$ cat config.mk
export PLATFORM = sky130hd
export DESIGN_NAME = axi4_lite_cmd_master_flat
export DESIGN_NICKNAME = d
export VERILOG_FILES = /design/src/rtl/axi_lib_pkg.sv /design/src/rtl/axi4_lite_cmd_master_if.sv /design/src/rtl/axi4_lite_cmd_master.sv /design/src/flat_wrapper.sv
export SDC_FILE = /design/constraint.sdc
export NUM_CORES = 1
export LEC_CHECK = 0
export ABC_CLOCK_PERIOD_IN_PS = 3900
export BUFFER_PORTS_ARGS = -buffer_cell sky130_fd_sc_hd__buf_2
export CAP_MARGIN = 40
export CORE_MARGIN = 10
export CORE_UTILIZATION = 47
export CTS_CLUSTER_DIAMETER = 80
export DETAILED_ROUTE_END_ITERATION = 10
export PLACE_DENSITY = 0.8
export SETUP_SLACK_MARGIN = 0.02
export SYNTH_ARGS = -nofsm -noshare
export SYNTH_HDL_FRONTEND = slang
export SYNTH_SLANG_ARGS = --single-unit
$ cat constraint.sdc
create_clock -name clk -period 3.9 [get_ports clk]
set_clock_uncertainty 0.05 [all_clocks]
set_input_delay 0.195 -clock clk [delete_from_list [all_inputs] [get_ports clk]]
set_output_delay 0.195 -clock clk [all_outputs]
set_load 0.005 [all_outputs]
$ cat src/rtl/axi_lib_pkg.sv
// Shared AXI definitions for the AXI4-lite command master.
//   AXI4_RESP_*          : response codes carried on bresp/rresp/rsp_resp
//   st_axi_lite_master_t : command-master FSM states
package axi_lib_pkg;

  localparam logic [1:0] AXI4_RESP_OKAY   = 2'b00;
  localparam logic [1:0] AXI4_RESP_EXOKAY = 2'b01;
  localparam logic [1:0] AXI4_RESP_SLVERR = 2'b10;
  localparam logic [1:0] AXI4_RESP_DECERR = 2'b11;

  typedef enum logic [2:0] {
    IDLE  = 3'd0,
    WRITE = 3'd1,
    WRESP = 3'd2,
    RADDR = 3'd3,
    RDATA = 3'd4,
    RESP  = 3'd5,
    HALT  = 3'd6
  } st_axi_lite_master_t;

endpackage

$ cat src/rtl/axi4_lite_cmd_master_if.sv
// AXI4-lite bus bundle.
//   master modport : drives aw/w/ar channels and bready/rready
//   slave  modport : drives the ready/response side
interface ifc_axi4_lite #(
  parameter int ADDR_WIDTH = 32,
  parameter int DATA_WIDTH = 32
);
  logic                    awvalid;
  logic                    awready;
  logic [ADDR_WIDTH-1:0]   awaddr;
  logic [2:0]              awprot;
  logic                    wvalid;
  logic                    wready;
  logic [DATA_WIDTH-1:0]   wdata;
  logic [DATA_WIDTH/8-1:0] wstrb;
  logic                    bvalid;
  logic                    bready;
  logic [1:0]              bresp;
  logic                    arvalid;
  logic                    arready;
  logic [ADDR_WIDTH-1:0]   araddr;
  logic [2:0]              arprot;
  logic                    rvalid;
  logic                    rready;
  logic [DATA_WIDTH-1:0]   rdata;
  logic [1:0]              rresp;

  modport master (
    output awvalid, awaddr, awprot, wvalid, wdata, wstrb, bready,
           arvalid, araddr, arprot, rready,
    input  awready, wready, bvalid, bresp, arready, rvalid, rdata, rresp
  );

  modport slave (
    input  awvalid, awaddr, awprot, wvalid, wdata, wstrb, bready,
           arvalid, araddr, arprot, rready,
    output awready, wready, bvalid, bresp, arready, rvalid, rdata, rresp
  );
endinterface

$ cat src/rtl/axi4_lite_cmd_master.sv
// AXI4-lite command master: turns one command at a time into an AXI4-lite
// read or write and returns the slave response.
//   clk, rst_n            : clock, synchronous active-low reset
//   cmd_valid/cmd_ready   : command handshake (ready only in IDLE)
//   cmd_write/addr/wdata/wstrb : command payload
//   rsp_valid/rsp_ready   : response handshake
//   rsp_rdata/resp/timeout: response payload
//   halted                : set after a response-phase timeout, cleared by reset
//   if_axi                : AXI4-lite master port
module axi4_lite_cmd_master
  import axi_lib_pkg::*;
#(
  parameter int ADDR_WIDTH     = 32,
  parameter int DATA_WIDTH     = 32,
  parameter int TIMEOUT_CYCLES = 1024
) (
  input  logic                    clk,
  input  logic                    rst_n,
  input  logic                    cmd_valid,
  output logic                    cmd_ready,
  input  logic                    cmd_write,
  input  logic [ADDR_WIDTH-1:0]   cmd_addr,
  input  logic [DATA_WIDTH-1:0]   cmd_wdata,
  input  logic [DATA_WIDTH/8-1:0] cmd_wstrb,
  output logic                    rsp_valid,
  input  logic                    rsp_ready,
  output logic [DATA_WIDTH-1:0]   rsp_rdata,
  output logic [1:0]              rsp_resp,
  output logic                    rsp_timeout,
  output logic                    halted,
  ifc_axi4_lite.master            if_axi
);

  localparam bit TO_EN = (TIMEOUT_CYCLES != 0);
  localparam int CNT_W = TO_EN ? $clog2(TIMEOUT_CYCLES + 1) : 1;
  localparam logic [CNT_W-1:0] CNT_MAX  = CNT_W'(TIMEOUT_CYCLES);
  localparam logic [CNT_W-1:0] CNT_LAST = CNT_W'(TIMEOUT_CYCLES - 1);

  st_axi_lite_master_t state_q, state_d;
  logic [ADDR_WIDTH-1:0]   addr_q, addr_d;
  logic [DATA_WIDTH-1:0]   wdata_q, wdata_d;
  logic [DATA_WIDTH/8-1:0] wstrb_q, wstrb_d;
  logic                    aw_done_q, aw_done_d;
  logic                    w_done_q, w_done_d;
  logic [CNT_W-1:0]        cnt_q, cnt_d;
  logic [DATA_WIDTH-1:0]   rdata_q, rdata_d;
  logic [1:0]              resp_q, resp_d;
  logic                    to_q, to_d;

  logic awvalid, wvalid, arvalid, bready, rready;
  logic aw_hs, w_hs, ar_hs, b_hs, r_hs, last_cycle;

  // Each write channel drops its valid once its own handshake is recorded.
  assign awvalid = (state_q == WRITE) && !aw_done_q;
  assign wvalid  = (state_q == WRITE) && !w_done_q;
  assign arvalid = (state_q == RADDR);
  assign bready  = (state_q == WRESP);
  assign rready  = (state_q == RDATA);

  assign aw_hs = awvalid && if_axi.awready;
  assign w_hs  = wvalid  && if_axi.wready;
  assign ar_hs = arvalid && if_axi.arready;
  assign b_hs  = bready  && if_axi.bvalid;
  assign r_hs  = rready  && if_axi.rvalid;

  // Counter sits at k-1 in the k-th ready cycle, so CNT_LAST marks the
  // final cycle of the window.
  assign last_cycle = TO_EN && (cnt_q == CNT_LAST);

  always_ff @(posedge clk) begin
    if (!rst_n) begin
      state_q   <= IDLE;
      addr_q    <= '0;
      wdata_q   <= '0;
      wstrb_q   <= '0;
      aw_done_q <= 1'b0;
      w_done_q  <= 1'b0;
      cnt_q     <= '0;
      rdata_q   <= '0;
      resp_q    <= '0;
      to_q      <= 1'b0;
    end else begin
      state_q   <= state_d;
      addr_q    <= addr_d;
      wdata_q   <= wdata_d;
      wstrb_q   <= wstrb_d;
      aw_done_q <= aw_done_d;
      w_done_q  <= w_done_d;
      cnt_q     <= cnt_d;
      rdata_q   <= rdata_d;
      resp_q    <= resp_d;
      to_q      <= to_d;
    end
  end

  always_comb begin
    state_d   = state_q;
    addr_d    = addr_q;
    wdata_d   = wdata_q;
    wstrb_d   = wstrb_q;
    aw_done_d = aw_done_q;
    w_done_d  = w_done_q;
    cnt_d     = cnt_q;
    rdata_d   = rdata_q;
    resp_d    = resp_q;
    to_d      = to_q;
    unique case (state_q)
      IDLE: begin
        if (cmd_valid) begin
          addr_d    = cmd_addr;
          wdata_d   = cmd_wdata;
          wstrb_d   = cmd_wstrb;
          aw_done_d = 1'b0;
          w_done_d  = 1'b0;
          state_d   = cmd_write ? WRITE : RADDR;
        end
      end
      WRITE: begin
        if (aw_hs) aw_done_d = 1'b1;
        if (w_hs)  w_done_d  = 1'b1;
        if ((aw_done_q || aw_hs) && (w_done_q || w_hs)) begin
          cnt_d   = '0;
          state_d = WRESP;
        end
      end
      WRESP: begin
        // A handshake in the final window cycle beats the timeout.
        if (b_hs) begin
          rdata_d = '0;
          resp_d  = if_axi.bresp;
          to_d    = 1'b0;
          state_d = RESP;
        end else if (last_cycle) begin
          rdata_d = '0;
          resp_d  = AXI4_RESP_SLVERR;
          to_d    = 1'b1;
          state_d = RESP;
        end else if (cnt_q != CNT_MAX) begin
          cnt_d = cnt_q + CNT_W'(1);
        end
      end
      RADDR: begin
        if (ar_hs) begin
          cnt_d   = '0;
          state_d = RDATA;
        end
      end
      RDATA: begin
        if (r_hs) begin
          rdata_d = if_axi.rdata;
          resp_d  = if_axi.rresp;
          to_d    = 1'b0;
          state_d = RESP;
        end else if (last_cycle) begin
          rdata_d = '0;
          resp_d  = AXI4_RESP_SLVERR;
          to_d    = 1'b1;
          state_d = RESP;
        end else if (cnt_q != CNT_MAX) begin
          cnt_d = cnt_q + CNT_W'(1);
        end
      end
      RESP: begin
        if (rsp_ready) state_d = to_q ? HALT : IDLE;
      end
      HALT:    state_d = HALT;
      default: state_d = IDLE;
    endcase
  end

  assign cmd_ready   = (state_q == IDLE);
  assign rsp_valid   = (state_q == RESP);
  assign halted      = (state_q == HALT);
  assign rsp_rdata   = rdata_q;
  assign rsp_resp    = resp_q;
  assign rsp_timeout = to_q;

  assign if_axi.awvalid = awvalid;
  assign if_axi.awaddr  = addr_q;
  assign if_axi.awprot  = 3'b000;
  assign if_axi.wvalid  = wvalid;
  assign if_axi.wdata   = wdata_q;
  assign if_axi.wstrb   = wstrb_q;
  assign if_axi.bready  = bready;
  assign if_axi.arvalid = arvalid;
  assign if_axi.araddr  = addr_q;
  assign if_axi.arprot  = 3'b000;
  assign if_axi.rready  = rready;

endmodule

$ cat src/flat_wrapper.sv
// flat-port wrapper written by rule: the top's interface ports become plain ports
module axi4_lite_cmd_master_flat import axi_lib_pkg::*;
#(
  parameter int ADDR_WIDTH     = 32,
  parameter int DATA_WIDTH     = 32,
  parameter int TIMEOUT_CYCLES = 1024
)
  (clk, rst_n, cmd_valid, cmd_ready, cmd_write, cmd_addr, cmd_wdata, cmd_wstrb, rsp_valid, rsp_ready, rsp_rdata, rsp_resp, rsp_timeout, halted, if_axi_awvalid, if_axi_awaddr, if_axi_awprot, if_axi_wvalid, if_axi_wdata, if_axi_wstrb, if_axi_bready, if_axi_arvalid, if_axi_araddr, if_axi_arprot, if_axi_rready, if_axi_awready, if_axi_wready, if_axi_bvalid, if_axi_bresp, if_axi_arready, if_axi_rvalid, if_axi_rdata, if_axi_rresp);
  ifc_axi4_lite #(.ADDR_WIDTH(ADDR_WIDTH), .DATA_WIDTH(DATA_WIDTH)) if_axi_i ();
  input  logic clk;
  input  logic rst_n;
  input  logic cmd_valid;
  output logic cmd_ready;
  input  logic cmd_write;
  input  logic [ADDR_WIDTH-1:0] cmd_addr;
  input  logic [DATA_WIDTH-1:0] cmd_wdata;
  input  logic [DATA_WIDTH/8-1:0] cmd_wstrb;
  output logic rsp_valid;
  input  logic rsp_ready;
  output logic [DATA_WIDTH-1:0] rsp_rdata;
  output logic [1:0] rsp_resp;
  output logic rsp_timeout;
  output logic halted;
  output wire logic [$bits(if_axi_i.awvalid)-1:0] if_axi_awvalid;
  output wire logic [$bits(if_axi_i.awaddr)-1:0] if_axi_awaddr;
  output wire logic [$bits(if_axi_i.awprot)-1:0] if_axi_awprot;
  output wire logic [$bits(if_axi_i.wvalid)-1:0] if_axi_wvalid;
  output wire logic [$bits(if_axi_i.wdata)-1:0] if_axi_wdata;
  output wire logic [$bits(if_axi_i.wstrb)-1:0] if_axi_wstrb;
  output wire logic [$bits(if_axi_i.bready)-1:0] if_axi_bready;
  output wire logic [$bits(if_axi_i.arvalid)-1:0] if_axi_arvalid;
  output wire logic [$bits(if_axi_i.araddr)-1:0] if_axi_araddr;
  output wire logic [$bits(if_axi_i.arprot)-1:0] if_axi_arprot;
  output wire logic [$bits(if_axi_i.rready)-1:0] if_axi_rready;
  input wire logic [$bits(if_axi_i.awready)-1:0] if_axi_awready;
  input wire logic [$bits(if_axi_i.wready)-1:0] if_axi_wready;
  input wire logic [$bits(if_axi_i.bvalid)-1:0] if_axi_bvalid;
  input wire logic [$bits(if_axi_i.bresp)-1:0] if_axi_bresp;
  input wire logic [$bits(if_axi_i.arready)-1:0] if_axi_arready;
  input wire logic [$bits(if_axi_i.rvalid)-1:0] if_axi_rvalid;
  input wire logic [$bits(if_axi_i.rdata)-1:0] if_axi_rdata;
  input wire logic [$bits(if_axi_i.rresp)-1:0] if_axi_rresp;
  assign if_axi_awvalid = if_axi_i.awvalid;
  assign if_axi_awaddr = if_axi_i.awaddr;
  assign if_axi_awprot = if_axi_i.awprot;
  assign if_axi_wvalid = if_axi_i.wvalid;
  assign if_axi_wdata = if_axi_i.wdata;
  assign if_axi_wstrb = if_axi_i.wstrb;
  assign if_axi_bready = if_axi_i.bready;
  assign if_axi_arvalid = if_axi_i.arvalid;
  assign if_axi_araddr = if_axi_i.araddr;
  assign if_axi_arprot = if_axi_i.arprot;
  assign if_axi_rready = if_axi_i.rready;
  assign if_axi_i.awready = if_axi_awready;
  assign if_axi_i.wready = if_axi_wready;
  assign if_axi_i.bvalid = if_axi_bvalid;
  assign if_axi_i.bresp = if_axi_bresp;
  assign if_axi_i.arready = if_axi_arready;
  assign if_axi_i.rvalid = if_axi_rvalid;
  assign if_axi_i.rdata = if_axi_rdata;
  assign if_axi_i.rresp = if_axi_rresp;
  axi4_lite_cmd_master #(.ADDR_WIDTH(ADDR_WIDTH), .DATA_WIDTH(DATA_WIDTH), .TIMEOUT_CYCLES(TIMEOUT_CYCLES)) u_core (.clk(clk), .rst_n(rst_n), .cmd_valid(cmd_valid), .cmd_ready(cmd_ready), .cmd_write(cmd_write), .cmd_addr(cmd_addr), .cmd_wdata(cmd_wdata), .cmd_wstrb(cmd_wstrb), .rsp_valid(rsp_valid), .rsp_ready(rsp_ready), .rsp_rdata(rsp_rdata), .rsp_resp(rsp_resp), .rsp_timeout(rsp_timeout), .halted(halted), .if_axi(if_axi_i));
endmodule
== Word-level counts from Yosys, hierarchy flattened ==
Cells that the tools add are included.

* Input port bits: 114
* Logic and storage cells: 82
* Flip-flop bits (word level): 119
* Output and inout port bits: 149

* Reductions and logical operators: 21
* Muxes and demuxes: 34
* Eq/ne operators: 16
* $add $sub $neg: 1

{| class="wikitable"
|+ Operators by type and width
! operator !! count
|-
| $mux 32 || 3
|-
| $mux 11 || 6
|-
| $pmux 32 s2 || 1
|-
| $pmux 11 s4 || 1
|-
| $mux 3 || 8
|-
| $pmux 3 s7 || 1
|-
| $add 11x1->11 const B || 1
|-
| $eq 11x10->1 const B || 1
|-
| $ne 11x11->1 const B || 1
|-
| $ne 2x2->1 const B || 5
|-
| $eq 3x3->1 const B || 3
|-
| $logic_and 1x1->1 || 8
|-
| $mux 2 || 4
|-
| $eq 3x2->1 const B || 2
|-
| $mux 1 || 6
|-
| $ne 2x1->1 const B || 3
|-
| $pmux 1 s2 || 3
|-
| $reduce_and 3->1 || 2
|-
| $reduce_and 5->1 || 1
|-
| $pmux 2 s2 || 1
|-
| $reduce_and 4->1 || 1
|-
| $reduce_bool 2->1 || 2
|-
| $reduce_bool 4->1 || 1
|-
| $eq 3x1->1 const B || 1
|-
| other kinds (4) || 6
|}

== Longest topological paths before layout ==
Gate-level depths: netlist (run 1).

* Word-level depth: 7
* Mapped depth: 8
* Depth with buffers taken out: 6

== Worst setup path after synthesis (run 1) ==
OpenSTA, ideal clock, no wires.

* Path type: register to register
* Start: register u_core.cnt_q[0]
* End: register u_core.cnt_q[2]
* Arrival time: 1701 ps
* Data required time: 3716 ps
* Path buffers: 2
* Stages on the path, launching flop included: 9
* Period minus slack after synthesis: 1885 ps
* Path slack: 2015 ps
* Setup time: 134 ps
* Cell sequence: dfxtp_1 > ha_1 > and3_1 > buf_6 > and4_4 > a21o_1 > buf_4 > o311ai_1 > o41ai_2

* Word-level cells in the longest chain between the ends: 5
* Elaborated cells between the ends (all ways): 8
* Those cells by class: add/sub (1); eq/ne (2); mux (5)

{| class="wikitable"
|+ Ends and longest elaborated chain
! item !! line !! text
|-
| start: declaration || axi4_lite_cmd_master.sv:45 || <nowiki>logic [CNT_W-1:0] cnt_q, cnt_d;</nowiki>
|-
| start signal: assignment || axi4_lite_cmd_master.sv:89 || <nowiki>cnt_q <= cnt_d;</nowiki>
|-
| $add 11x1->11 or $ne 11x11->1 (tied branches) || n/a ||
|-
| $mux 11 || axi4_lite_cmd_master.sv:138, axi4_lite_cmd_master.sv:159 ||
|-
| $mux 11 * || axi4_lite_cmd_master.sv:133 || <nowiki>end else if (last_cycle) begin</nowiki>
|-
| $mux 11, on equally long branches || axi4_lite_cmd_master.sv:149, axi4_lite_cmd_master.sv:128 ||
|-
| $pmux 11 s4 * || axi4_lite_cmd_master.sv:107 || <nowiki>unique case (state_q)</nowiki>
|}

Every way passes the cells marked *; elsewhere a longest branch is shown, timed or not. The select of a mux whose other input is x is not followed.
A chain may end at the register's enable or synchronous reset.

== Final worst setup path (run 1) ==
* Start: register u_core.state_q[1]
* End: register u_core.resp_q[0] (netlist: u_core.rsp_resp[0])

* Word-level cells in the longest chain between the ends: 4
* Elaborated cells between the ends (all ways): 8
* Those cells by class: eq/ne (2); mux (3); reduce/logical (3)

{| class="wikitable"
|+ Ends and longest elaborated chain
! item !! line !! text
|-
| start: declaration || axi4_lite_cmd_master.sv:39 || <nowiki>st_axi_lite_master_t state_q, state_d;</nowiki>
|-
| start signal: assignment || axi4_lite_cmd_master.sv:83 || <nowiki>state_q <= state_d;</nowiki>
|-
| $eq 3x3->1 or $eq 3x2->1 (tied branches) || axi4_lite_cmd_master.sv:58, axi4_lite_cmd_master.sv:107, axi4_lite_cmd_master.sv:57 ||
|-
| $logic_and 1x1->1, on equally long branches || axi4_lite_cmd_master.sv:64, axi4_lite_cmd_master.sv:63 ||
|-
| $mux 2, on equally long branches || axi4_lite_cmd_master.sv:149, axi4_lite_cmd_master.sv:128 ||
|-
| $pmux 2 s2 || axi4_lite_cmd_master.sv:107 ||
|-
| end signal: assignment || axi4_lite_cmd_master.sv:91 || <nowiki>resp_q <= resp_d;</nowiki>
|-
| end: declaration || axi4_lite_cmd_master.sv:47 || <nowiki>logic [1:0] resp_q, resp_d;</nowiki>
|}

Parallel ways exist; a longest one is shown, timed or not.

==> impl_results.md, run 1 <==
- Synth async-reset ratio: 0%
- Max Cap Viol: 0
- Reg2reg setup slack: 1.25 ns
- Clk slew on worst S/H paths: ~0.060 ns
- Slowest-stage cell, CP: dfxtp_1
- Power Density: 595.3 nW/µm²
- Layout overhead on the synthesized area: 56.58%
- Initial cell density of the core: 47.96%
- Worst path top cell family by delay: buffers and inverters
- Crit path launch type: register
- # port buffers: 256
- Row count: 37
- CTS Sinks: 119
- WL/cell: around 19 µm
- CTS tree: yes
- First-pass GRT wire length: 31.03 mm
- H-tree depth: 4
- Max frequency: 376.8 MHz
- Worst-Margin Slew: 0.8247 ns
- CTS Buffer Depth: 2
- Count of final hold-check violations: 0
- DR vias: 5752
- Iteration-0 DRC Markers: a little under 600
- Synth Warn #: 0
- GRT overflow: 0
- Leakage: approximately 3.6 nW
- Core area: 10230 µm²
- CP max stage delay: 0.66 ns
- Crit path time final: 2.654 ns
- Final setup violation count: 0
- Setup tns final: 0 ns
- Largest net degree at the start of global routing: 58
- Critical path buffers and inverters: 2
- IO Count: between 200 and 300
- Worst hold path class: in2reg
- Seq/Total Area, Yosys: 48.55%
- Proportion of layout cells with a drive suffix above 1: between 30% and 40%
- Post-Syn Instances: approximately 600
- Unrepaired setup endpoints after global routing: false
- Commonest cells post-synth: nand2_1 (151), dfxtp_1 (119), a21oi_1 (74), nor2_1 (50), buf_4 (39)
- Fin. max-slew vios: 0
- Yosys top cell area share: 48.55%
- Main flop type after synthesis: dfxtp_1
- Die height: 122.2 µm
- Most common cell in the synthesized netlist: nand2_1
- Global Route Usage Sum: about a quarter
- Die Wd: 122.2 µm
- Flops & latches, synth: 119
- DPL Wire Length: 12.09 mm
- GP Congestion: 0.8908
- Synth area leaders: dfxtp_1 (49%), nand2_1 (12%), a21oi_1 (7.5%)
- Crit end category: register
- CTS Buf Count: 17
- Status: completed
- DRT Pass-1 Iters: 5
- Later-pin clock latency in the skew report: roughly 0.51 ns
- Clock root cell: clkbuf_8
- CP max FO: 18
- Die Area: 14930 µm²
- Fin crit share: 68.05%
- Relative slew slack: 44.82%
- Vias in the first global route: 5905
- DRC viols: 0
- Final setup margin: 1.246 ns
- Post-Route WL: 20.21 mm
- Post-Syn Area per Cell: 8.071 µm²
- Area leader, netlist: dfxtp_1
- Cell variety after synth: 49
- Tot Pwr: 4.574 mW
- Pre-CTS setup slack: 1.491 ns
- Nets: 1037
- Worst Path Required: between 4 and 5 ns
- Routed Antenna Nets: 0
- Syn Std Cell Area: 4907 µm²
- CP Cell Sequence: clkinv_1, nor3_1, nand2_1, o21ai_0, a221oi_1, dlygate4sd3_1
- Worst Path Arrival: 3.00 ns
- EDFF count, synth: 0
- Avg Vias per Cell: about 5.4
- Worst setup path class: reg2reg
- Initial antenna violation count: 2
- Worst VDD drop: 0.3514 mV
-- flip-flops by register name (all words and copies together), names as in the netlist, 2 cells and up --
register              cells
u_core.if_axi.wstrb       4
u_core.if_axi.araddr     32
u_core.rsp_rdata         32
u_core.rsp_resp           2
u_core.state_q            3
u_core.cnt_q             11
u_core.if_axi.wdata      32
-- worst reg2reg max path, delay by kind of cell, from the launching register on --
kind / cells / cell delay (ns)
AO/OA/AOI/OAI: 2 / 0.21
AND/OR/NAND/NOR: 2 / 0.60
flip-flops: 1 / 0.66
buffers and inverters: 2 / 1.00
-- repair_timing --
action | in CTS | in global routing
resized for setup | 0 | 0
hold endpoints to repair | 106 | 0
setup buffers | 0 | 0
hold buffers | 109 | 0
-- cell usage in the layout (no fill, tap or decap), drive strengths merged, types with 5 or more instances in the layout --
| cell | Yosys | routed |
|---|---|---|
| nor3 | 6 | 6 |
| o21ai | 12 | 12 |
| nor2 | 50 | 50 |
| clkinv | 1 | 7 |
| a22oi | 32 | 32 |
| nor2b | 5 | 5 |
| clkinvlp | 0 | 5 |
| a21oi | 74 | 74 |
| dfxtp | 119 | 119 |
| conb | 1 | 6 |
| inv | 5 | 5 |
| buf | 50 | 262 |
| clkbuf | 32 | 18 |
| dlygate4sd3 | 0 | 109 |
| a31oi | 6 | 6 |
| nand3 | 9 | 9 |
| nand2 | 151 | 151 |
| o311ai | 6 | 6 |
-- through the flow --
step / hold slack, ns / util (%) / instances / cell area, µm²
after detailed placement: 0.3867 / 58.48 / 929 / 5983
after global routing: 0.02920 / 75.10 / 1072 / 7684
after global placement: 0.3767 / 57.99 / 926 / 5933
final: 0.03002 / 75.10 / 1072 / 7684
after floorplan: 0.2810 / - / 613 / 4926
after CTS: 0.007158 / 75.05 / 1070 / 7679
-- area by class of cell --
cell class | instances | area, µm²
fill | 671 | 2547
timing repair buffer | 371 | 2445
sequential | 119 | 2382
multi-input combinational | 406 | 2053
clock buffer | 18 | 427.9
clock inverter | 14 | 176.4
tap | 136 | 170.2
inverter | 6 | 23.77
antenna | 2 | 5.005
-- per-layer routing --
layer	routed length (µm)	vias up	track usage, %
met5	0	-	0
met3	2509	67	12.07
li1	-	2652	-
met1	7297	2641	26.87
met2	9729	392	42.93
met4	673	0	13.11
-- report_power, final --
part           internal, mW  switching (mW)  leakage (nW)  total (mW)
registers              1.41           0.175         0.969        1.58
clock network         0.993           0.580         0.280        1.57
logic                 0.571           0.847          2.32        1.42
total                  2.97            1.60          3.57        4.57
-- cell families (layout without fill, tap and decap cells) --
family | after synthesis | count (layout) | synth area share [%]
buf+inv | 88 | 409 | 10.12
compound gates | 148 | 148 | 18.79
flops | 119 | 119 | 48.55
other cells | 1 | 8 | 0.07642
xor+xnor | 1 | 1 | 0.1785
fa+ha+maj | 2 | 2 | 0.5099
simple gates | 249 | 249 | 21.77
-- worst paths after layout --
| path | startpoint | end | cells past startpoint |
|---|---|---|---|
| hold / removal | rst_n | u_core.cnt_q[10] | 3 |
| hold reg to reg | u_core.if_axi.wdata[9] | u_core.if_axi.wdata[9] | 2 |
| setup / recovery | u_core.state_q[1] | u_core.rsp_resp[0] | 6 |
| setup reg to reg | u_core.state_q[1] | u_core.rsp_resp[0] | 6 |
No activity file was read; power rests on OpenSTA's default activity.
==> inputs of run 2 (changes only) <==
--- a/config.mk
+++ b/config.mk
@@ -5,14 +5,14 @@
 export SDC_FILE = /design/constraint.sdc
 export NUM_CORES = 1
 export LEC_CHECK = 0
-export ABC_CLOCK_PERIOD_IN_PS = 3900
+export ABC_CLOCK_PERIOD_IN_PS = 2400
 export BUFFER_PORTS_ARGS = -buffer_cell sky130_fd_sc_hd__buf_2
 export CAP_MARGIN = 40
 export CORE_MARGIN = 10
-export CORE_UTILIZATION = 47
+export CORE_UTILIZATION = 41
 export CTS_CLUSTER_DIAMETER = 80
 export DETAILED_ROUTE_END_ITERATION = 10
-export PLACE_DENSITY = 0.8
+export PLACE_DENSITY = 0.74
 export SETUP_SLACK_MARGIN = 0.02
 export SYNTH_ARGS = -nofsm -noshare
 export SYNTH_HDL_FRONTEND = slang
==> constraint.sdc (replaced) <==
create_clock -name clk -period 2.4 [get_ports clk]
set_clock_uncertainty 0.05 [all_clocks]
set_input_delay 0.12 -clock clk [delete_from_list [all_inputs] [get_ports clk]]
set_output_delay 0.12 -clock clk [all_outputs]
set_load 0.005 [all_outputs]
==> run 2 against run 1 <==
Net effect: utilization shrank 8.1 points; combinational power grew 70%; routed wire length shrank 4.8%; setup slack lost 1.1 ns; via count shrank 2.9%; design area grew 0.86%; sequential share of layout area shrank 0.27 points; worst hold slack gained 0.0093 ns; total power grew 61%; critical path depth grew 1; sequential power grew 58%; first-iteration DRC count shrank 31%; critical endpoint unchanged; largest cell class unchanged.
==> impl_results.md, run 2 (synthesis gave the netlist of run 1 again) <==
- Status: completed
- Worst Path Arrival: 2.49 ns (-0.51 ns)
- Comb power frac: 32.9% (+1.9 points)
- Sw frac: 33.88% (-1.1 points)
- Core area: 11560 µm² (+13%)
- Global Route Usage Sum: 22.11% (-3.7 points)
- Vias in the first global route: 5477 (-7.2%)
- Relative slew slack: 66.15% (+21 points)
- Setup tns final: 0 ns (unchanged)
- Layout overhead on the synthesized area: 57.93%
- Multi-input logic area: 2058 µm² (+0.24%)
- CP Cell Sequence: buf_4, clkinv_1, nor3_2, nand2_1, o21ai_0, a221oi_1, dlygate4sd3_1
- WL/cell: 17.63 µm (-6.5%)
- Fin crit share: 93.59% (+26 points)
- Clock share of power: 33.2% (-1.2 points)
- Later-pin clock latency in the skew report: 0.41 ns (-0.10 ns)
- Worst-Margin Slew: 0.5077 ns (-0.3171 ns)
- Post-Route WL: 19.25 mm (-4.8%)
- Power Density: 948.9 nW/µm² (+59%)
- CTS Buf Count: 17 (unchanged)
- Hold endpoint: u_core.state_q[1]
- Initial cell density of the core: 42.43% (-5.5 points)
- Crit path launch type: register
- Placed inst area: 6093 µm² (+1.8%)
- Critical path launch point: u_core.state_q[1]
- Reg area: 2382 µm² (unchanged)
- First-pass GRT wire length: 29.40 mm (-5.2%)
- Max Cap Viol: 0 (unchanged)
- Min-delay src: cmd_write
- Final setup violation count: 0 (unchanged)
- GP Congestion: 0.8493 (-4.7%)
- Fin Hold WS: 0.03937 ns (+0.009348 ns)
- Worst VDD drop: 0.5133 mV (+46%)
- Die Area: 16740 µm² (+12%)
- Post-CTS Setup Inserts: 0 (unchanged)
- Clock root cell: clkbuf_16
- Switching component of the power: 2.492 mW (+56%)
- DRC viols: 0 (unchanged)
- DRT Pass-1 Iters: 5 (unchanged)
- Largest net degree at the start of global routing: 69 (+19%)
- Worst reg2reg path depth: 7 (+1)
- Crit path time final: 2.246 ns (-0.4076 ns)
- Avg Vias per Cell: 5.113 (-4.7%)
- Crit end category: register
- CP max FO: 13 (-5)
- Routed Antenna Nets: 0 (unchanged)
- Slowest-stage cell, CP: dlygate4sd3_1
- Leakage: 3.635 nW (+1.9%)
- Worst hold stages: 4 (+1)
- Reg-to-Reg Start: u_core.state_q[1]
- Nets: 1051 (+1.4%)
- CP max stage delay: 0.59 ns (-0.07 ns)
- GRT overflow: 0 (unchanged)
- Commonest cells after routing, fill and taps aside: buf_2 (256), nand2_1 (150), dfxtp_1 (119)
- Die Wd: 129.4 µm (+5.9%)
- Iteration-0 DRC Markers: 409 (-31%)
- Internal power: 4.862 mW (+64%)
- Critical path buffers and inverters: 3 (+1)
- IO Count: 263 (unchanged)
- Worst Path Required: 2.65 ns (-1.60 ns)
- Seq pwr share: 33.8% (-0.8 points)
- # fillers: 890 (+33%)
- CTS tree: yes
- # port buffers: 256 (unchanged)
- Worst setup path class: reg2reg
- Count of final hold-check violations: 0 (unchanged)
- Reg2reg setup slack: 0.15 ns (-1.09 ns)
- Max frequency: 445.2 MHz (+18%)
- DPL Wire Length: 12.11 mm (+0.15%)
- CTS Buffer Depth: 2 (unchanged)
- Commonest non-fill, non-tap cell in the layout: buf_2
- CTS Sinks: 119 (unchanged)
- Initial antenna violation count: 2 (unchanged)
- Row count: 39 (+5.4%)
- Fin. max-slew vios: 0 (unchanged)
- Worst hold path class: in2reg
- Proportion of layout cells with a drive suffix above 1: 33.16% (+0.82 points)
- Unrepaired setup endpoints after global routing: false
- DR vias: 5583 (-2.9%)
- Worst path top cell family by delay: buffers and inverters
- R2R Path End: u_core.rsp_resp[0]
- Clk slew on worst S/H paths: 0.06 ns (about the same)
- Die height: 129.4 µm (+5.9%)
- Final instance area: 7750 µm² (+0.86%)
- H-tree depth: 4 (unchanged)
==> run 2: power by group through the flow <==
stage	registers, mW	logic, mW	clock network (mW)
6_report	2.49	2.42	2.44
2_1_floorplan	2.52	1.42	0
5_1_grt	2.53	2.70	2.59
3_5_place_dp	2.51	2.25	0
4_1_cts	2.48	2.40	2.48
3_3_place_gp	2.50	2.22	0
==> run 2: metrics by stage <==
step	power, mW	util, %	cells	setup slack, ns
after floorplan	3.938	-	613	0.5149
after global placement	4.720	52.59	950	0.1875
after detailed placement	4.764	52.69	951	0.3591
after CTS	7.358	66.93	1090	0.1150
after global routing	7.817	67.01	1092	0.05965
final	7.354	67.01	1092	0.1538
==> run 2: worst max path at each step <==
stage | to | slack [ns] | cells past startpoint
floorplan | u_core.cnt_q[2] | 0.51 | 8
global placement | u_core.rsp_rdata[3] | 0.19 | 7
detailed placement | u_core.rsp_rdata[8] | 0.36 | 8
CTS | u_core.rsp_resp[0] | 0.12 | 7
global route | u_core.rsp_resp[1] | 0.06 | 7
finish | u_core.rsp_resp[0] | 0.15 | 7
==> run 2: timing repair <==
item,CTS,global route
setup endpoints to repair,0,2
hold buffers,108,0
hold endpoints to repair,106,0
gates resized for setup,0,1
==> run 2: area by class of cell <==
type                            count  share of cell area (%)
Timing Repair Buffer              385                   32.73
Sequential cell                   119                   30.74
Multi-Input combinational cell    406                   26.56
Clock buffer                       22                   5.990
Tap cell                          143                   2.309
Clock inverter                      9                   1.308
Inverter                            6                  0.3067
Antenna cell                        2                 0.06458
==> run 2: per-layer routing <==
metal  global-route usage [%]  vias up  part of all wire (%)
li1                         -     2686                     -
met1                    24.44     2527                    39
met2                    36.62      320                    47
met3                    8.728       50                    10
met4                    10.57        0                   3.0
met5                        0        -                     0
==> run 2: tightest hold or removal path, cell delays in order <==
cell and delay [ns]:
buf_2 0.09, a21oi_1 0.06, nand4_1 0.08, o21ai_0 0.09
==> inputs of run 3 (changes only) <==
--- a/config.mk
+++ b/config.mk
@@ -5,7 +5,7 @@
 export SDC_FILE = /design/constraint.sdc
 export NUM_CORES = 1
 export LEC_CHECK = 0
-export ABC_CLOCK_PERIOD_IN_PS = 2400
+export ABC_CLOCK_PERIOD_IN_PS = 1890
 export BUFFER_PORTS_ARGS = -buffer_cell sky130_fd_sc_hd__buf_2
 export CAP_MARGIN = 40
 export CORE_MARGIN = 10
==> constraint.sdc (replaced) <==
create_clock -name clk -period 1.89 [get_ports clk]
set_clock_uncertainty 0.05 [all_clocks]
set_input_delay 0.0945 -clock clk [delete_from_list [all_inputs] [get_ports clk]]
set_output_delay 0.0945 -clock clk [all_outputs]
set_load 0.005 [all_outputs]
==> run 3 against run 2 <==
Net effect: total power is 36% higher; flip-flop and latch count stayed put; combinational power is 36% higher; non-clock buffer count is 22 higher; register-to-register slack worse by 0.08 ns; fmax is 24% higher; setup slack worse by 0.077 ns; critical path depth stayed put; routed wire length is 3.1% higher; global-route usage is 0.43 points higher; worst hold slack better by 0.077 ns; critical path type unchanged; largest cell class unchanged; highest routed layer unchanged.
==> impl_results.md, run 3 (synthesis gave the netlist of run 1 again) <==
- Status: completed
- Reg-to-Reg Start: u_core.state_q[2]
- Reg2reg setup slack: 0.08 ns (-0.08 ns)
- Global Route Usage Sum: 22.55% (+0.43 points)
- Layout overhead on the synthesized area: 64.41%
- Clk slew on worst S/H paths: 0.06 ns (about the same)
- Worst hold path class: in2reg
- Die Wd: 129.4 µm (unchanged)
- GP Congestion: 0.9052 (+6.6%)
- Initial cell density of the core: 42.43% (unchanged)
- Later-pin clock latency in the skew report: 0.41 ns (about the same)
- DRC viols: 0 (unchanged)
- Setup crit end: u_core.rsp_rdata[28]
- IO Count: 263 (unchanged)
- Max Cap Viol: 0 (unchanged)
- Post-Route WL: 19.85 mm (+3.1%)
- Avg Vias per Cell: 5.139 (+0.52%)
- Antenna diodes: 0 (-2)
- Nets: 1073 (+2.1%)
- CTS Buffer Depth: 2 (unchanged)
- Die height: 129.4 µm (unchanged)
- WL/cell: 17.84 µm (+1.2%)
- Clock root cell: clkbuf_16
- Worst reg2reg path depth: 7 (unchanged)
- Crit path time final: 1.814 ns (-0.4326 ns)
- # port buffers: 256 (unchanged)
- CTS Sinks: 119 (unchanged)
- Count of final hold-check violations: 0 (unchanged)
- DPL Wire Length: 12.36 mm (+2.1%)
- Worst VDD drop: 0.9777 mV (+90%)
- Largest net degree at the start of global routing: 54 (-22%)
- CP max FO: 22 (+9)
- Tot Pwr: 9.970 mW (+36%)
- DRT Pass-1 Iters: 5 (unchanged)
- Placed inst area: 6270 µm² (+2.9%)
- Core area: 11560 µm² (unchanged)
- Power Density: 1236 nW/µm² (+30%)
- Setup tns final: 0 ns (unchanged)
- Final setup violation count: 0 (unchanged)
- Worst Path Required: 2.11 ns (-0.54 ns)
- # fillers: 814 (-8.5%)
- Dpl cells: 970 (+2.0%)
- Proportion of layout cells with a drive suffix above 1: 35.15% (+2.0 points)
- Fin Hold WS: 0.1165 ns (+0.07716 ns)
- Commonest non-fill, non-tap cell in the layout: buf_2
- Routed Antenna Nets: 0 (unchanged)
- First-pass GRT wire length: 30.28 mm (+3.0%)
- GRT overflow: 0 (unchanged)
- Max frequency: 551.4 MHz (+24%)
- Fin crit share: 95.96% (+2.4 points)
- Unrepaired setup endpoints after global routing: true
- Crit end category: register
- Commonest cells after routing, fill and taps aside: buf_2 (256), nand2_1 (150), dfxtp_1 (116)
- R2R Path End: u_core.rsp_rdata[28]
- Post-route non-filler standard cell count: 1113 (+1.9%)
- Row count: 39 (unchanged)
- Worst Path Arrival: 2.03 ns (-0.46 ns)
- Reg area: 2386 µm² (+0.16%)
- Vias in the first global route: 5785 (+5.6%)
- H-tree depth: 4 (unchanged)
- CTS tree: yes
- Iteration-0 DRC Markers: 507 (+24%)
- Die Area: 16740 µm² (unchanged)
- Multi-input logic area: 2098 µm² (+1.9%)
- Relative slew slack: 62.69% (-3.5 points)
- Leakage: 3.776 nW (+3.9%)
- DR vias: 5720 (+2.5%)
- Initial antenna violation count: 0 (-2)
- Worst setup path class: reg2reg
- Crit path launch type: register
- Critical path launch point: u_core.state_q[2]
- Worst-Margin Slew: 0.5596 ns (+0.05195 ns)
- Final instance area: 8068 µm² (+4.1%)
- CTS Buf Count: 17 (unchanged)
- Fin. max-slew vios: 0 (unchanged)
## run 3: layout make-up
cell class | count | share of cell area [%]
well taps | 143 | 2.218
multi-input cells | 406 | 26.01
clock inverters | 9 | 2.140
inverters | 6 | 0.2947
flip-flops and latches | 119 | 29.58
clock buffers | 23 | 5.676
repair buffers | 407 | 34.09
## run 3: worst min path at each step
stage	start	end	slack, ns	cells past startpoint
floorplan	cmd_wdata[0]	u_core.if_axi.wdata[0]	0.18	2
global placement	if_axi_rdata[27]	u_core.rsp_rdata[27]	0.28	3
detailed placement	if_axi_rdata[2]	u_core.rsp_rdata[2]	0.29	3
CTS	if_axi_rvalid	u_core.rsp_resp[0]	0.10	4
global route	if_axi_rvalid	u_core.rsp_resp[0]	0.13	4
finish	if_axi_rvalid	u_core.rsp_resp[0]	0.12	4
## run 3: critical path, stage by stage (launching register included)
cell	delay (ns)
dfxtp_2	0.39
xor2_1	0.25
and4_4	0.27
buf_4	0.15
nor2_4	0.06
buf_12	0.18
a22oi_2	0.22
nor2_1	0.09
## run 3: where the power goes
| group | internal [mW] | switching [mW] | leakage, nW |
|---|---|---|---|
| clock | 2.37 | 1.12 | 0.305 |
| combinational | 1.43 | 1.86 | 2.50 |
| sequential | 2.91 | 0.277 | 0.970 |
| total | 6.71 | 3.26 | 3.78 |
## run 3: per-layer routing
metal / GRT usage [%] / part of all wire, %
met1: 24.63 / 38
met2: 35.69 / 46
met3: 10.40 / 12
met4: 12.78 / 3.6
met5: 0 / 0
## run 3: through the flow
stage / worst slack [ns] / util [%]
after floorplan: 0.004896 / -
after global placement: 0.09389 / 54.21
after detailed placement: 0.08320 / 54.21
after CTS: 0.04633 / 69.33
after global routing: 0.008785 / 69.76
final: 0.07643 / 69.76
## run 3: what timing repair did
| item | in CTS | in global routing |
|---|---|---|
| gates resized for setup | 2 | 12 |
| hold buffers | 111 | 0 |
| setup buffers | 0 | 0 |
| pin swaps | 0 | 2 |
| cloned | 0 | 0 |
| setup endpoints to repair | 2 | 41 |
| hold endpoints to repair | 108 | 0 |
